### config.mk
export PLATFORM = sky130hd
export DESIGN_NAME = alu_exec_unit
export DESIGN_NICKNAME = d
export VERILOG_FILES = /design/src/rtl/alu_exec_unit_pkg.sv /design/src/rtl/alu_exec_unit_seq_multiplier.sv /design/src/rtl/alu_exec_unit.sv
export SDC_FILE = /design/constraint.sdc
export NUM_CORES = 1
export LEC_CHECK = 0
export CAP_MARGIN = 10
export CORE_AREA = 2 2 138 140
export CTS_BUF_LIST = sky130_fd_sc_hd__clkbuf_8
export DETAILED_ROUTE_END_ITERATION = 10
export DIE_AREA = 0 0 140 142
export DONT_BUFFER_PORTS = 1
export PLACE_DENSITY = 0.72
export SYNTH_ARGS = -nofsm -noshare
export SYNTH_HDL_FRONTEND = slang
export SYNTH_SLANG_ARGS = --single-unit
### constraint.sdc
create_clock -name clk -period 5.3 [get_ports clk]
set_input_delay 1.06 -clock clk [delete_from_list [all_inputs] [get_ports clk]]
set_output_delay 1.06 -clock clk [all_outputs]
set_load 0.03 [all_outputs]
### src/rtl/alu_exec_unit_pkg.sv
// Shared ALU opcodes and execute-unit state encoding.
// Opcodes match the values the ALU decoder drives.
package alu_exec_unit_pkg;

  localparam logic [2:0] ALU_ADD = 3'b010;
  localparam logic [2:0] ALU_SUB = 3'b110;
  localparam logic [2:0] ALU_MUL = 3'b011;

  typedef enum logic [1:0] {
    IDLE     = 2'b00,
    MUL_BUSY = 2'b01,
    MUL_DONE = 2'b10
  } aluStateT;

endpackage

### src/rtl/alu_exec_unit_seq_multiplier.sv
// Shift-add multiplier, one partial product per step.
// Keeps only the low WIDTH bits of the product.
module seq_multiplier #(
  parameter  int WIDTH = 32,
  localparam int CNT_W = $clog2(WIDTH)
) (
  input  logic             clk,
  input  logic             reset,
  input  logic             start,
  input  logic             step,
  input  logic [WIDTH-1:0] multiplicandIn,
  input  logic [WIDTH-1:0] multiplierIn,
  output logic             done,
  output logic [WIDTH-1:0] productNext
);

  logic [WIDTH-1:0] mcand;
  logic [WIDTH-1:0] mplier;
  logic [WIDTH-1:0] acc;
  logic [CNT_W-1:0] count;
  logic [WIDTH-1:0] addend;

  // Partial product for this step; on the last step this is the product.
  always_comb begin
    addend      = mplier[0] ? mcand : '0;
    productNext = acc + addend;
    done        = step && (count == CNT_W'(WIDTH - 1));
  end

  // Load operands on start, then shift and accumulate once per step.
  always_ff @(posedge clk or posedge reset) begin
    if (reset) begin
      mcand  <= '0;
      mplier <= '0;
      acc    <= '0;
      count  <= '0;
    end else if (start) begin
      mcand  <= multiplicandIn;
      mplier <= multiplierIn;
      acc    <= '0;
      count  <= '0;
    end else if (step) begin
      acc    <= productNext;
      mcand  <= mcand << 1;
      mplier <= mplier >> 1;
      count  <= count + 1'b1;
    end
  end

endmodule

### src/rtl/alu_exec_unit.sv
// Execute-stage ALU: 1-cycle ADD/SUB, iterative MUL.
// Holds the upstream pipeline while a multiply runs.
module alu_exec_unit
  import alu_exec_unit_pkg::*;
#(
  parameter int WIDTH = 32
) (
  input  logic             clk,
  input  logic             reset,
  input  logic             valid_i,
  input  logic [2:0]       alucontrol,
  input  logic [WIDTH-1:0] srca,
  input  logic [WIDTH-1:0] srcb,
  input  logic             flush,
  output logic             stall,
  output logic [WIDTH-1:0] result,
  output logic             result_valid,
  output logic             zero,
  output logic             illegal
);

  aluStateT         state;
  aluStateT         nextState;
  logic             isAdd;
  logic             isSub;
  logic             isMul;
  logic             mulStart;
  logic             mulStep;
  logic             mulDone;
  logic [WIDTH-1:0] mulProduct;
  logic             loadRes;
  logic [WIDTH-1:0] nextRes;
  logic             nextIllegal;

  // Opcode decode.
  always_comb begin
    isAdd = (alucontrol == ALU_ADD);
    isSub = (alucontrol == ALU_SUB);
    isMul = (alucontrol == ALU_MUL);
  end

  // A multiply stalls from its accept cycle until the retire cycle.
  always_comb begin
    stall = (state == MUL_BUSY)
          | ((state == IDLE) & valid_i & isMul);
  end

  seq_multiplier #(
    .WIDTH(WIDTH)
  ) uMul (
    .clk           (clk),
    .reset         (reset),
    .start         (mulStart),
    .step          (mulStep),
    .multiplicandIn(srca),
    .multiplierIn  (srcb),
    .done          (mulDone),
    .productNext   (mulProduct)
  );

  // Next state and result selection; flush kills everything.
  always_comb begin
    nextState   = state;
    mulStart    = 1'b0;
    mulStep     = (state == MUL_BUSY);
    loadRes     = 1'b0;
    nextRes     = result;
    nextIllegal = 1'b0;
    if (flush) begin
      nextState = IDLE;
    end else begin
      unique case (state)
        IDLE, MUL_DONE: begin
          nextState = IDLE;
          if (valid_i) begin
            unique case (1'b1)
              isMul: begin
                mulStart  = 1'b1;
                nextState = MUL_BUSY;
              end
              isAdd: begin
                loadRes = 1'b1;
                nextRes = srca + srcb;
              end
              isSub: begin
                loadRes = 1'b1;
                nextRes = srca - srcb;
              end
              default: begin
                loadRes     = 1'b1;
                nextRes     = '0;
                nextIllegal = 1'b1;
              end
            endcase
          end
        end
        MUL_BUSY: begin
          if (mulDone) begin
            nextState = MUL_DONE;
            loadRes   = 1'b1;
            nextRes   = mulProduct;
          end
        end
        default: nextState = IDLE;
      endcase
    end
  end

  // State register.
  always_ff @(posedge clk or posedge reset) begin
    if (reset) begin
      state <= IDLE;
    end else begin
      state <= nextState;
    end
  end

  // Output registers; flags only pulse alongside result_valid.
  always_ff @(posedge clk or posedge reset) begin
    if (reset) begin
      result       <= '0;
      result_valid <= 1'b0;
      zero         <= 1'b0;
      illegal      <= 1'b0;
    end else begin
      if (loadRes) begin
        result <= nextRes;
      end
      result_valid <= loadRes;
      zero         <= loadRes & (nextRes == '0);
      illegal      <= loadRes & nextIllegal;
    end
  end

endmodule

After elaboration in Yosys (flattened, before gate mapping)
Cells that the tools add are included.
{"block": "word_totals", "register_bits": 138, "input_bits": 71}
{"block": "classes", "addsub": 4, "eq_ne": 7, "mux": 32, "bitwise": 5, "reduce_logical": 6}
{"operator": "32-bit two-way mux", "n": 10}
{"operator": "32-bit case mux with 3 select lines", "n": 1}
{"operator": "32-bit adder", "n": 2}
{"operator": "32-bit case mux with 2 select lines", "n": 1}
{"operator": "32-bit zero test", "n": 1}
{"operator": "32-bit subtractor", "n": 1}
{"operator": "1-bit two-way mux", "n": 14}
{"operator": "5-bit two-way mux", "n": 2}
{"operator": "3-bit by 2-bit == test with 1-bit output, second input constant", "n": 2}
{"operator": "5-bit by 1-bit adder with 5-bit output, second input constant", "n": 1}
{"operator": "5-bit == test, second input constant", "n": 1}
{"operator": "1-bit AND", "n": 4}
{"operator": "2-bit two-way mux", "n": 2}
{"operator": "2-bit case mux with 2 select lines", "n": 1}
{"operator": "3-bit == test, second input constant", "n": 1}
{"operator": "3-bit inequality test, second input constant", "n": 1}
{"operator": "3-bit OR reduction", "n": 1}
{"operator": "2-bit by 1-bit == test with 1-bit output, second input constant", "n": 1}
{"operator": "2-bit == test, second input constant", "n": 1}
{"operator": "2-bit zero test", "n": 1}
{"operator": "1-bit case mux with 2 select lines", "n": 1}
{"operator": "2-bit nonzero test", "n": 1}
{"operator": "2-bit OR reduction", "n": 1}
{"operator": "1-bit logical AND", "n": 1}
{"operator": "1-bit bitwise OR", "n": 1}

Depth between registers and ports, before layout
Gate-level depths: netlist of the first run.
{"block": "logic_depth", "depth_word": 7, "depth_mapped": 22, "mapped_depth_nobuf": 21}

Hierarchy
Synthesis of the first run repeated with hierarchy kept, for this count alone.
{"block": "hier_totals", "hier_cells": 1337, "hier_area_um2": 11232.0}
{"module": "seq_multiplier", "n_inst": 1, "cells_per_inst": 748, "area_per_inst_um2": 6800.3, "seq_area_each_um2": 2527.4}
{"module": "alu_exec_unit", "n_inst": 1, "cells_per_inst": 589, "area_per_inst_um2": 4431.8, "seq_area_each_um2": 925.9}

Least setup slack after synthesis of the first run
OpenSTA, ideal clock, no wires.
{"block": "synth_path", "kind": "in2reg", "start": "in srcb[5]", "end": "reg zero", "setup_ps": 96, "arrival_time_ps": 5329, "slack_ps": -124, "stages": 16, "path_buffers": 0, "cell_sequence": "or3_1 or3b_2 or2_2 o41ai_1 xor2_1 ha_1 a21oi_1 or3b_1 a41oi_2 xor2_1 o221ai_2 or4_1 or4_1 nor4b_2 nand4bb_1 nor4_2"}
{"block": "synth_between", "elab_chain_cells": 7}
{"item": "from (decl)", "line_no": "alu_exec_unit.sv:13", "source": "input logic [WIDTH-1:0] srcb,"}
{"item": "32-bit subtractor / 32-bit adder (equally long branches)", "line_no": "alu_exec_unit.sv:87, alu_exec_unit.sv:83"}
{"item": "32-bit case mux with 3 select lines *", "line_no": "alu_exec_unit.sv:76", "source": "unique case (1'b1)"}
{"item": "32-bit two-way mux *", "line_no": "alu_exec_unit.sv:75", "source": "if (valid_i) begin"}
{"item": "32-bit case mux with 2 select lines *", "line_no": "alu_exec_unit.sv:72", "source": "unique case (state)"}
{"item": "32-bit two-way mux *", "line_no": "alu_exec_unit.sv:69", "source": "if (flush) begin"}
{"item": "32-bit zero test *", "line_no": "alu_exec_unit.sv:130", "source": "zero <= loadRes & (nextRes == '0);"}
{"item": "1-bit AND *", "line_no": "alu_exec_unit.sv:130"}
{"item": "to (signal assigned)", "line_no": "alu_exec_unit.sv:130"}
{"item": "to (decl)", "line_no": "alu_exec_unit.sv:18", "source": "output logic zero,"}
Every way passes the cells marked *; elsewhere a longest branch is shown, timed or not.
A chain may end at the register's enable or synchronous reset.

Worst setup path in the final report of the first run
Same ends and word-level chain as after synthesis.

==> impl_metrics.ini, run 1 <==
[logic_synthesis]
synth_area_per_cell_um2 = 8.48
synth_seq_cells = 138
synth-warning-count = 0
async_reset_ff_share_pct = 100
synth_area_um2 = 9920
ys.flop_type = dfrtp_1
synthTopCellsByArea = dfrtp_1 (35%), nand2_1 (8.9%), ha_1 (8.2%)
ys_types = 80
syn-num-nets = 1308
yosysSeqAreaShare_pct = 34.8
netlist_instances = 1170
synth_top_area_share_pct = 34.8
synth_top_area_cell = dfrtp_1
synth_edf_count = 0

[timing]
period_minus_slack_ns = 5.06
setup_tns_ns = 0
period_share_pct = 95.4
hold_viol = 0
finClkSkew_ns = 0.0170
worst_pin_slew_ns = 1.04
max_freq_mhz = 198
setup_violations = 0
relSlewSlack_pct = 30.4
maxSlewViolCount = 0

[cts]
clkTransAtPathRegs_ns = 0.09
hold_buffers = 0
cts_max_level = 4
cts_tree = built
cts_buffers = 17
cts.sinks = 138
cts_buffer_depth = 2
clk_latency_ns = 0.47
cts-root-buf = clkbuf_8

[floorplanning]
fp.dieH_um = 142
start_util_pct = 53.8
die_area_um2 = 19900
coreArea_um2 = 18500
ioPinCount = 107
core.rowCount = 50
chipWidth_um = 140

[detailed_routing]
vias_per_cell = 6.07
drt-initial-drc-count = 733
wl_per_cell_um = 19.0
first_pass_iters = 9
dr_total_vias = 8934
drc = 4
routed_wl_um = 27900
ant_nets = 0

[run_status]
outcome = finished, violations left
failed_checks = design-rule violations

[placement]
post_dp_cell_area_um2 = 10700
hpwl_um = 20900
io_buffers = 0
gp_congestion = 0.930

[critical_path]
startpoint_type = input pin
critPathKind = input pin to flop
crit_required_ns = 5.68
cp_max_fo = 4
cp.arrival_ns = 5.44
cp-end-kind = flop

[final_layout]
final_area_um2 = 11100
area_growth_pct = 11.7
utilization_pct = 60.1
fin_nets = 1362
final_cell_mix = nand2_1 (236), dfrtp_1 (138), buf_4 (88)
diodes = 0
nFillCells = 1625
layout_commonest_cell = nand2_1
drive_gt1_share_pct = 13.6

[global_route]
grt_pass1_vias = 8698
overflow = 0
antenna_found_initial = 0
grt_max_degree = 83
grt_pass1_wl_um = 45600
grt_use_total_pct = 28.8

[job]
maxCapViolations = 0

[power]
leakagePower_uw = 0.00523
powerDensity_nw_per_um2 = 388
vdd_drop_max_uv = 200

[worst_hold_path]
hold_class = flop to flop
==> per-layer routing <==
layer	wire, um	GRT usage, %
met3	2090	7.27
met2	12400	44.2
met4	471	7.44
met1	12900	40.9
met5	0	0
==> synthesized netlist by cell type (7+ instances only) <==
cell,number
o211ai_1,8
or2_2,7
nand4_1,9
a21o_1,19
nand2b_1,9
and3_1,11
inv_1,19
a21oi_1,91
nor4_1,8
and2_1,36
a22oi_1,54
o21ai_0,70
o21a_1,8
a31oi_1,9
o221ai_1,13
ha_1,65
clkbuf_1,40
nor2_1,47
o21ai_1,7
mux2i_1,13
o22ai_1,26
dfrtp_1,138
nand3_1,18
nor3_1,16
xor2_1,36
nand2_1,236
xnor2_1,54
==> critical path, stage by stage <==
cell      delay, ns
or3_4          0.37
or3b_4         0.40
or2_4          0.25
buf_4          0.14
nand2b_4       0.16
o31ai_4        0.23
xor2_1         0.17
ha_1           0.29
a21oi_2        0.19
o21ai_2        0.08
and3_4         0.17
or4_1          0.49
o211ai_1       0.27
o211ai_1       0.14
xnor2_1        0.16
a221o_1        0.34
or2_2          0.29
nor4_2         0.23
==> through the flow <==
stage	total power, uW	setup slack (ns)	std cells	hold WS [ns]
global placement	3420	-0.336	1438	0.457
detailed placement	3460	-0.402	1438	0.463
CTS	4270	0.0931	1470	0.486
floorplan	2940	0.00831	1170	0.446
finish	4310	0.244	1471	0.481
global route	4610	-0.0135	1471	0.501
==> layout make-up <==
| class | instances | area (um2) | share of cell area [%] |
|---|---|---|---|
| Tap cell | 234 | 293 | 2.64 |
| Inverter | 21 | 83.8 | 0.756 |
| Sequential cell | 138 | 3450 | 31.1 |
| Clock inverter | 15 | 115 | 1.04 |
| Clock buffer | 17 | 234 | 2.11 |
| Timing Repair Buffer | 88 | 661 | 5.96 |
| Multi-Input combinational cell | 958 | 6250 | 56.3 |
==> worst paths after layout <==
kind                                             startpoint                          end  slack [ns]  cells after the start
worst min register to register  uMul.mplier[10]$_DFFE_PP0P_  uMul.mplier[10]$_DFFE_PP0P_        0.48                      2
worst max register to register   uMul.mplier[0]$_DFFE_PP0P_               zero$_DFF_PP0_        1.07                     13
worst max-delay path                                srcb[5]               zero$_DFF_PP0_        0.24                     18
worst min-delay path            uMul.mplier[10]$_DFFE_PP0P_  uMul.mplier[10]$_DFFE_PP0P_        0.48                      2
max in group asynchronous                             reset   uMul.mcand[17]$_DFFE_PP0P_        3.76                      2
min in group asynchronous                             reset   uMul.mplier[3]$_DFFE_PP0P_        0.51                      1
==> what timing repair did <==
action	CTS	global route
setup endpoints to repair	0	1
gates resized for setup	0	13
buffers inserted	0	1
==> report_power, final <==
group          internal (uW)  total (uW)  switching (uW)
registers               1400        1740             348
clock network            330         804             474
logic                    734        1760            1020
==> flip-flops by register name, indices dropped and copies added (netlist names) <==
signal	cells
illegal	1
uMul.acc	32
state	2
uMul.mcand	32
zero	1
result_valid	1
result	32
uMul.mplier	32
uMul.count	5
==> logic make-up (layout without fill, tap and decap cells) <==
kind of cell	count (synthesis)	count (layout)	synth area share (%)
mux	13	13	1.31
xor+xnor	90	90	7.94
flops	138	138	34.8
simple gates	432	432	20.3
buf+inv	74	141	3.45
fa+ha+maj	67	67	8.60
compound gates	356	356	23.6
No activity file was read; power rests on OpenSTA's default activity.
==> run 2, diff against run 1 <==
PLACE_DENSITY = 0.69   (was 0.72)
==> run 2 against run 1 <==
The flow still finishes with violations (design-rule violations); die area stayed put; global-route usage about the same; sequential power about the same; power increased by 4.1%; clock skew grew 0.0012 ns; clock-buffer cell count unchanged; largest power group unchanged.
==> impl_metrics.ini, run 2 (synthesized netlist as in run 1, its figures left out) <==
[detailed_routing]
drt-initial-drc-count = 790
vias_per_cell = 6.10
dr_total_vias = 8985
wl_per_cell_um = 19.3
ant_nets = 0
drc = 2
first_pass_iters = 9
routed_wl_um = 28400

[cts]
cts_tree = built
hold_buffers = 0
cts_max_level = 4
clk_latency_ns = 0.47
cts_buffers = 17
clkTransAtPathRegs_ns = 0.09
cts.sinks = 138
cts-root-buf = clkbuf_8
cts_buffer_depth = 2

[power]
vdd_drop_max_uv = 184
powerDensity_nw_per_um2 = 401
leakagePower_uw = 0.00528

[global_route]
overflow = 0
grt_use_total_pct = 28.7
grt_pass1_vias = 8393
grt_max_degree = 102
grt_pass1_wl_um = 44900
antenna_found_initial = 0

[critical_path]
crit_path_frequent_cell = xor2_1
cp_num_buf_inv = 0
crit_slowest_cell = or4_4
startpoint_type = input pin
r2r_setup_slack_ns = 0.98
critPathKind = input pin to flop
crit_chain = or3_1 > or3b_4 > or2_4 > o41ai_4 > xor2_1 > ha_1 > a31o_2 > a21oi_2 > a31oi_1 > a41oi_2 > xor2_1 > o221ai_2 > or4_1 > or4_4 > nor4b_4 > nand4bb_1 > nor4_2
crit_required_ns = 5.67
critPathMaxStageDelay_ns = 0.44
worstRegToRegCells = 14
cp.arrival_ns = 5.51
reg2reg_from = uMul.mcand[0]$_DFFE_PP0P_
cp_top_family = simple AND/OR/NAND/NOR gates
cp-end-kind = flop
cp_max_fo = 4
crit-reg2reg-capture = zero$_DFF_PP0_

[final_layout]
diodes = 0
area_growth_pct = 12.7
fin_nets = 1364
drive_gt1_share_pct = 13.8
final_area_um2 = 11200
layout_commonest_cell = nand2_1
final_cell_mix = nand2_1 (236), dfrtp_1 (138), buf_4 (90)
nFillCells = 1623
utilization_pct = 60.6

[worst_hold_path]
min_path_cells = 2
hold_class = flop to flop
worstHoldEndpoint = uMul.mplier[29]$_DFFE_PP0P_
hold_start = uMul.mplier[29]$_DFFE_PP0P_

[floorplanning]
fp.dieH_um = 142
start_util_pct = 53.8
ioPinCount = 107
core.rowCount = 50
coreArea_um2 = 18500
chipWidth_um = 140
die_area_um2 = 19900

[placement]
dpl_worst_slack_ns = -0.434
io_buffers = 0
hpwl_um = 21000
post_dp_cell_area_um2 = 10700
gp_congestion = 0.928

[timing]
setup_violations = 0
period_share_pct = 97.0
relSlewSlack_pct = 25.0
maxSlewViolCount = 0
period_minus_slack_ns = 5.14
setup_tns_ns = 0
worst_pin_slew_ns = 1.12
hold_viol = 0
setup_ws_ns = 0.160
max_freq_mhz = 195
finClkSkew_ns = 0.0181

[job]
maxCapViolations = 0

[run_status]
failed_checks = design-rule violations
outcome = finished, violations left
[run 2: cell count changes in the layout (fill, tap and decap cells not counted), moves of 2 or more]
cell / delta
buf_4: +2
bufinv_16: +3
clkinv_2: -2
inv_6: -2
o21ai_0: -2
[run 2: routing by layer]
| layer | part of all wire (%) | GRT usage [%] | vias up |
|---|---|---|---|
| met5 | 0 | 0 | - |
| met4 | 1.5 | 6.91 | 0 |
| met1 | 47 | 42.0 | 4297 |
| li1 | - | - | 4359 |
| met3 | 8.1 | 7.57 | 25 |
| met2 | 44 | 42.9 | 304 |
[run 2: stage by stage]
stage               power [uW]  cells  hold slack [ns]
finish                    4480   1473            0.482
global route              4770   1473            0.501
CTS                       4440   1471            0.482
detailed placement        3480   1439            0.463
global placement          3430   1439            0.458
floorplan                 2940   1170            0.446
[run 2: tightest hold or removal path, stage by stage, from the launching register on]
cell and delay (ns):
dfrtp_1 0.35, nand2_1 0.05, nand2_1 0.06
[run 2: how the worst max path moves through the flow]
stage / startpoint / to / slack, ns / cells past startpoint
detailed placement: srcb[5] / zero$_DFF_PP0_ / -0.43 / 17
floorplan: srcb[5] / zero$_DFF_PP0_ / 0.008 / 17
CTS: srcb[5] / zero$_DFF_PP0_ / 0.02 / 17
global placement: srcb[5] / zero$_DFF_PP0_ / -0.34 / 17
finish: srcb[5] / zero$_DFF_PP0_ / 0.16 / 17
global route: srcb[10] / zero$_DFF_PP0_ / -0.02 / 18
[run 2: timing repair]
item | in CTS | in global routing
setup buffers | 0 | 2
resized for setup | 0 | 17
setup endpoints to repair | 0 | 1
[run 2: power breakdown]
| group | leakage, uW | switching [uW] | internal (uW) | total (uW) |
|---|---|---|---|---|
| registers | 0.00179 | 341 | 1400 | 1740 |
| clock network | 0.000211 | 479 | 475 | 954 |
| logic | 0.00327 | 1050 | 741 | 1790 |
[run 2: cell type report]
type                       instances  area, um2  area share, %
clock buffer                      17        234           2.09
clock inverter                    15        190           1.70
inverter                          21       83.8          0.749
multi-input combinational        958       6260           55.9
sequential                       138       3450           30.9
tap                              234        293           2.62
timing repair buffer              90        676           6.04
==> run 3, diff against run 2 <==
CORE_AREA = 2 2 144 146   (was 2 2 138 140)
DIE_AREA = 0 0 146 148   (was 0 0 140 142)
PLACE_DENSITY = not set   (was 0.69)
==> run 3 against run 2 <==
The flow now finishes without violations; cell count is 3.0% higher; non-clock buffer count rose by 8; sequential power about the same; clock power is 12% lower; sequential share of layout area down 0.12 points; critical path depth rose by 1; routed wire length about the same; clock skew fell by 0.00099 ns.
==> impl_metrics.ini, run 3 (synthesized netlist as in run 1, its figures left out) <==
[worst_hold_path]
hold_start = uMul.mplier[22]$_DFFE_PP0P_
worstHoldEndpoint = uMul.mplier[22]$_DFFE_PP0P_
min_path_cells = 2
hold_class = flop to flop

[critical_path]
startpoint_type = input pin
worstRegToRegCells = 14
crit_path_frequent_cell = o211ai_1
critPathMaxStageDelay_ns = 0.50
r2r_setup_slack_ns = 1.11
cp_max_fo = 4
crit-reg2reg-capture = zero$_DFF_PP0_
crit_chain = or3_1 > or3b_4 > or2_4 > buf_4 > nand2b_4 > o31ai_4 > xor2_1 > ha_1 > a21oi_2 > o21ai_2 > and3_1 > or4_1 > o211ai_1 > o211ai_1 > xnor2_1 > a221o_1 > or2_2 > nor4_2
cp-end-kind = flop
cp_num_buf_inv = 1
cp_top_family = simple AND/OR/NAND/NOR gates
crit_required_ns = 5.68
reg2reg_from = uMul.mcand[0]$_DFFE_PP0P_
critPathKind = input pin to flop
cp.arrival_ns = 5.49
crit_slowest_cell = or4_1

[placement]
post_dp_cell_area_um2 = 10800
gp_congestion = 0.917
hpwl_um = 21400
io_buffers = 0

[timing]
hold_ws_ns = 0.482
max_freq_mhz = 196
setup_violations = 0
hold_viol = 0
period_share_pct = 96.3
maxSlewViolCount = 0
period_minus_slack_ns = 5.11
rsz0062_at_grt = false
worst_pin_slew_ns = 1.11
finClkSkew_ns = 0.0171
setup_tns_ns = 0
relSlewSlack_pct = 25.4

[final_layout]
fin_nets = 1372
final_cell_mix = nand2_1 (236), dfrtp_1 (138), buf_4 (98)
layout_commonest_cell = nand2_1
final_area_um2 = 11200
utilization_pct = 56.0
drive_gt1_share_pct = 14.5
diodes = 0
area_growth_pct = 13.2

[detailed_routing]
ant_nets = 0
dr_total_vias = 8841
routed_wl_um = 28400
wl_per_cell_um = 18.7
vias_per_cell = 5.83
first_pass_iters = 5
drc = 0
drt-initial-drc-count = 567

[global_route]
grt_pass1_vias = 8564
grt_pass1_wl_um = 45900
grt_use_total_pct = 26.8
grt_max_degree = 79
overflow = 0
antenna_found_initial = 0

[cts]
cts.sinks = 138
clkTransAtPathRegs_ns = 0.10
cts_buffer_depth = 2
cts-root-buf = clkbuf_8
hold_buffers = 0
cts_tree = built
cts_max_level = 4
cts_buffers = 17
clk_latency_ns = 0.47

[power]
power_frac_seq_pct = 39.8
switchingPower_uw = 1880
vdd_drop_max_uv = 177
switching_share_pct = 43.1
p_int_uw = 2490
powerDensity_nw_per_um2 = 389
leakagePower_uw = 0.00528
clockPowerShare_pct = 19.2
p_total_uw = 4370
comb_power_share_pct = 41.0

[job]
maxCapViolations = 0

[floorplanning]
coreArea_um2 = 20000
ioPinCount = 107
core.rowCount = 52
start_util_pct = 49.5
fp.dieH_um = 148
die_area_um2 = 21600
chipWidth_um = 146

[run_status]
outcome = completed
[run 3: how the worst max path moves through the flow]
stage | depth (start not counted) | slack (ns) | to | startpoint
after CTS | 17 | 0.14 | zero$_DFF_PP0_ | srcb[5]
after detailed placement | 17 | -0.36 | zero$_DFF_PP0_ | srcb[5]
after floorplan | 17 | 0.008 | zero$_DFF_PP0_ | srcb[5]
final | 18 | 0.19 | zero$_DFF_PP0_ | srcb[5]
after global routing | 18 | 0.03 | zero$_DFF_PP0_ | srcb[5]
after global placement | 17 | -0.36 | zero$_DFF_PP0_ | srcb[5]
[run 3: tightest hold or removal path, cell delays in order (launching register included)]
cell     delay, ns
dfrtp_1       0.35
nand2_1       0.05
nand2_1       0.05
[run 3: cell type report]
class / count / area [um2]
clock buffers: 17 / 234
well taps: 270 / 338
flip-flops and latches: 138 / 3450
inverters: 21 / 83.8
clock inverters: 15 / 130
repair buffers: 98 / 736
fillers: 1965 / 8810
multi-input cells: 958 / 6260
[run 3: through the flow]
stage | cells | worst slack, ns
after floorplan | 1170 | 0.00831
after global placement | 1483 | -0.362
after detailed placement | 1483 | -0.356
after CTS | 1515 | 0.138
after global routing | 1517 | 0.0348
final | 1517 | 0.195
[run 3: what timing repair did]
item / 4_1_cts / 5_1_grt
buffers inserted: 0 / 2
gates resized for setup: 0 / 17
hold endpoints to repair: 0 / 0
setup endpoints to repair: 0 / 1
[run 3: power groups by stage]
stage / combinational, uW / sequential (uW) / clock, uW
3_3_place_gp: 1720 / 1740 / 0
4_1_cts: 1750 / 1730 / 856
3_5_place_dp: 1740 / 1750 / 0
2_1_floorplan: 1280 / 1660 / 0
5_1_grt: 2000 / 1790 / 908
6_report: 1790 / 1740 / 839
[run 3: metal layers]
metal	GRT usage [%]	part of all wire, %	vias up	wire length, um
li1	-	-	4381	-
met1	39.7	50	4189	14100
met2	39.1	42	241	11800
met3	7.22	7.2	30	2030
met4	6.55	1.7	0	481
met5	0	0	-	0
